### config.mk
export PLATFORM = sky130hd
export DESIGN_NAME = clb_ecb_feeder
export DESIGN_NICKNAME = d
export VERILOG_FILES = /design/src/rtl/clb_ecb_feeder.sv
export SDC_FILE = /design/constraint.sdc
export NUM_CORES = 1
export LEC_CHECK = 0
export CORE_AREA = 4 4 266 268
export CTS_CLUSTER_SIZE = 12
export DETAILED_ROUTE_END_ITERATION = 10
export DIE_AREA = 0 0 270 272
export SLEW_MARGIN = 15
export SYNTH_ARGS = -nofsm -noshare
export SYNTH_HDL_FRONTEND = slang
export SYNTH_SLANG_ARGS = --single-unit
### constraint.sdc
create_clock -name clk -period 1.65 [get_ports clk]
set_input_delay 0.33 -clock clk [delete_from_list [all_inputs] [get_ports clk]]
set_output_delay 0.33 -clock clk [all_outputs]
set_load 0.02 [all_outputs]
### src/rtl/clb_ecb_feeder.sv
// Packs four 32-bit words into a 128-bit block, runs the attached ECB cipher core and holds the result.
// Optional RUN-state timeout with err pulse is built when CLB_FEEDER_TIMEOUT_EN is defined.
module clb_ecb_feeder #(
  parameter int TIMEOUT = 32
) (
  input  logic         clk,
  input  logic         rst,
  input  logic [31:0]  in_data,
  input  logic         in_valid,
  output logic         in_ready,
  input  logic [127:0] key,
  output logic [127:0] core_textin,
  output logic [127:0] core_key,
  output logic         core_rst_n,
  input  logic [127:0] core_textout,
  input  logic         core_enable,
  output logic [127:0] out_data,
  output logic         out_valid,
  input  logic         out_ready,
  output logic         err
);

  typedef enum logic [1:0] {COLLECT, LOAD, RUN, HOLD} state_e;

  localparam int CW = $clog2(TIMEOUT + 1);

  state_e          state_q, state_d;
  logic [1:0]      wcnt_q, wcnt_d;
  logic [CW-1:0]   cyc_q, cyc_d;
  logic [127:0]    textin_q, textin_d;
  logic [127:0]    key_q, key_d;
  logic [127:0]    out_data_q, out_data_d;
`ifdef CLB_FEEDER_TIMEOUT_EN
  logic            err_q, err_d;
`endif

  always_comb begin
    // NOTE: every variable gets a default before the case so no latch is inferred.
    state_d    = state_q;
    wcnt_d     = wcnt_q;
    cyc_d      = cyc_q;
    textin_d   = textin_q;
    key_d      = key_q;
    out_data_d = out_data_q;
`ifdef CLB_FEEDER_TIMEOUT_EN
    err_d      = 1'b0;
`endif
    case (state_q)
      COLLECT: begin
        if (in_valid) begin
          // Word 0 lands in bits 127:96, word 3 in bits 31:0.
          textin_d[{~wcnt_q, 5'd0} +: 32] = in_data;
          wcnt_d = wcnt_q + 2'd1;
          if (wcnt_q == 2'd3) state_d = LOAD;
        end
      end
      LOAD: begin
        key_d   = key;
        cyc_d   = '0;
        state_d = RUN;
      end
      RUN: begin
        if (core_enable) begin
          out_data_d = core_textout;
          state_d    = HOLD;
        end else begin
`ifdef CLB_FEEDER_TIMEOUT_EN
          if (cyc_q == CW'(TIMEOUT - 1)) begin
            state_d = COLLECT;
            err_d   = 1'b1;
          end
`endif
          if (cyc_q != {CW{1'b1}}) cyc_d = cyc_q + 1'b1;
        end
      end
      HOLD: begin
        if (out_ready) state_d = COLLECT;
      end
      default: state_d = COLLECT;
    endcase
  end

  always_ff @(posedge clk) begin
    // NOTE: sequential state uses non-blocking assignments only; reset is synchronous.
    if (rst) begin
      state_q    <= COLLECT;
      wcnt_q     <= '0;
      cyc_q      <= '0;
      textin_q   <= '0;
      key_q      <= '0;
      out_data_q <= '0;
`ifdef CLB_FEEDER_TIMEOUT_EN
      err_q      <= 1'b0;
`endif
    end else begin
      state_q    <= state_d;
      wcnt_q     <= wcnt_d;
      cyc_q      <= cyc_d;
      textin_q   <= textin_d;
      key_q      <= key_d;
      out_data_q <= out_data_d;
`ifdef CLB_FEEDER_TIMEOUT_EN
      err_q      <= err_d;
`endif
    end
  end

  // Handshake and core control are pure decodes of the state register.
  assign in_ready    = (state_q == COLLECT);
  assign core_rst_n  = (state_q == RUN);
  assign out_valid   = (state_q == HOLD);
  assign core_textin = textin_q;
  assign core_key    = key_q;
  assign out_data    = out_data_q;
`ifdef CLB_FEEDER_TIMEOUT_EN
  assign err = err_q;
`else
  assign err = 1'b0;
`endif

endmodule

==> results.ini <==
[outcome]
outcome = complete, but fails checks
violations = negative setup slack

[yosys]
synth-edff-count = 0
synth_area_per_cell_um2 = 9.50
synthDistinctLibCells = 29
synth_commonest_cells = dfxtp_1 (388), nand2_1 (289), nor2_1 (165)
async_reset_ff_share_pct = 0
yosys.area.top_type = dfxtp_1
syn-num-nets = 1714
synth_top_area_share_pct = 57.9
yosysMostFrequentCell = dfxtp_1
ys_warn_count = 0
ys.flop_type = dfxtp_1
syn_area_mm2 = 0.0134
synth.area.top_cells = dfxtp_1 (58%), mux2i_1 (9.7%), nand2_1 (8.1%)
synth-seq-cells = 388
seq_area_frac_synth_pct = 57.9
synth_cells = 1411

[flow_run]
maxCapViolCount = 0

[worst_hold_path]
hp-class = primary input to flip-flop

[clock_network]
cts_made_buffers = 44
cts_max_level = 2
clkTransAtPathRegs_ns = 0.06
cts_hold_buffers = 0
clkLatencyLatePin_ns = 0.57
cts_tree = yes
clkSinkCount = 388
clock_path_buffers = 3
cts_root_buffer = clkbuf_16

[placement]
dp_hpwl_um = 41100
dpl-instance-area_mm2 = 0.0217
io_buffers = 679
dp_cells = 2934
dp_slack_ns = -0.205
routabilityCongestion = 0.838

[route]
drc_errors = 0
dr.first_iter.drc_count = 632
wl_per_cell_um = 18.4
ant_nets = 0
drt_pass1_iterations = 5
vias = 12972
drt-total-wl_um = 55800
via_per_inst = 4.27

[critical_path]
cp_max_fo = 7
arrival_ns = 2.18
required_ns = 2.16
path_class = flip-flop to flip-flop
end_kind = flip-flop
start_kind = flip-flop

[power]
vdd_ir_drop_max_mv = 0.731
switchingPower_w = 0.00552
p_clk_share_pct = 44.0
p_int_w = 0.0168
p_comb_share_pct = 12.4
design_power_total_w = 0.0224
p_seq_share_pct = 43.6
powerDensity_mw_per_mm2 = 944
switching_share_pct = 24.7
p_leak_nw = 9.37

[floorplan]
placementRows = 96
core_mm2 = 0.0683
initial_core_util_pct = 19.6
dieArea_mm2 = 0.0734
die_w_um = 270
io_pins = 681
die_y_um = 272

[sta]
rsz0062_at_grt = true
fin_crit_ns = 1.67
max_freq_mhz = 600
tightest_slew_ns = 0.678
slew-limit-headroom_pct = 54.8
setup_ws_ns = -0.0175
final_hold_viol_count = 0
finClkSkew_ns = 0.0205
slew_viol_final = 0
setup_violations = 8
fin_crit_sh_pct = 101

[final_layout]
finish.instance_area_mm2 = 0.0237
syn2layout_area_growth_pct = 76.5
drive_above_1_share_pct = 15.4
final_cells = 3037
num-nets-final = 2424

[global_route]
grt_pass1_wl_um = 80800
grt_pass1_vias = 13129
grt_util_all_layers_pct = 13.8
antenna_found_initial = 2
grt_max_degree = 122
grt-ovfl-total = 0

-- state kept, by name, summed over array words and instances (netlist names) --
signal and flops:
core_textin 128, wcnt_q 2, state_q 2, core_key 128, out_data 128
-- power by group through the flow --
stage | clock network, W | logic (W) | registers, W
2_1_floorplan | 0 | 0.000788 | 0.0102
3_3_place_gp | 0 | 0.00260 | 0.00995
3_5_place_dp | 0 | 0.00264 | 0.00995
4_1_cts | 0.0101 | 0.00255 | 0.00974
5_1_grt | 0.0105 | 0.00292 | 0.00977
6_report | 0.00984 | 0.00277 | 0.00975
-- cells in the final DEF, fill, tap and decap left out, types with 14 or more instances in the layout --
master,netlist,final
clkbuf_2,0,35
dlygate4sd2_1,0,189
mux2i_1,130,129
buf_12,0,21
a32oi_1,32,31
a21oi_2,0,22
a22o_4,0,17
buf_6,5,14
clkdlybuf4s15_2,0,30
a22o_1,47,47
nor2_1,165,164
clkbuf_1,75,14
clkdlybuf4s50_1,0,291
clkbuf_16,0,53
nand2_1,289,288
nand3_2,0,27
clkdlybuf4s15_1,0,126
dfxtp_1,388,382
buf_4,1,47
a21oi_1,163,141
-- final timing paths --
check	slack, ns	startpoint	endpoint	depth (start not counted)
max	-0.02	wcnt_q[0]	core_textin[39]	7
min reg2reg	0.45	out_data[54]	out_data[54]	2
min	0.07	rst	core_textin[8]	3
max reg2reg	-0.02	wcnt_q[0]	core_textin[39]	7
-- critical path, cell delays in order (launching register included) --
cell and delay [ns]:
dfxtp_4 0.40, inv_4 0.05, ha_4 0.28, nand4_1 0.18, nor3_4 0.27, buf_6 0.15, clkbuf_16 0.16, a22o_1 0.12
-- kinds of logic after synthesis --
group	Yosys count	share of synthesized area, %
AOI/OAI and AO/OA	261	12.6
xor gates and xnor gates	1	0.0653
adders and majority gates	10	0.933
buffers and inverters	117	3.81
DFF	388	57.9
muxes	130	9.70
other	1	0.0280
and+or+nand+nor	503	14.9
-- per-stage QoR --
stage	util, %	hold slack [ns]	setup TNS (ns)
after detailed placement	31.8	0.446	-21.52
final	34.6	0.0697	-0.0913
after floorplan	-	0.456	-1.48
after global routing	34.6	0.0423	-2.68
after CTS	33.5	0.0134	-1.54
after global placement	31.8	0.440	-16.87
-- per-layer routing --
metal,GRT usage [%],up-vias,part of all wire [%]
met5,0,-,0.025
met4,4.80,2,3.0
met3,4.19,91,7.1
met2,24.8,507,51
met1,15.5,6189,39
li1,-,6183,-
-- final cells by class --
class / count / area [um^2]
Inverter: 5 / 28.8
Fill cell: 6896 / 44700
Multi-Input combinational cell: 906 / 5620
Antenna cell: 1 / 2.50
Tap cell: 882 / 1100
Clock inverter: 14 / 185
Timing Repair Buffer: 776 / 7700
Clock buffer: 65 / 1260
Sequential cell: 388 / 7780
-- what timing repair did --
action / 4_1_cts / 5_1_grt
pin swaps: 2 / 39
endpoints found under the setup margin: 444 / 313
gates resized for setup: 564 / 239
gates cloned: 1 / 9
buffers inserted: 3 / 10
No activity file was read; power rests on OpenSTA's default activity.
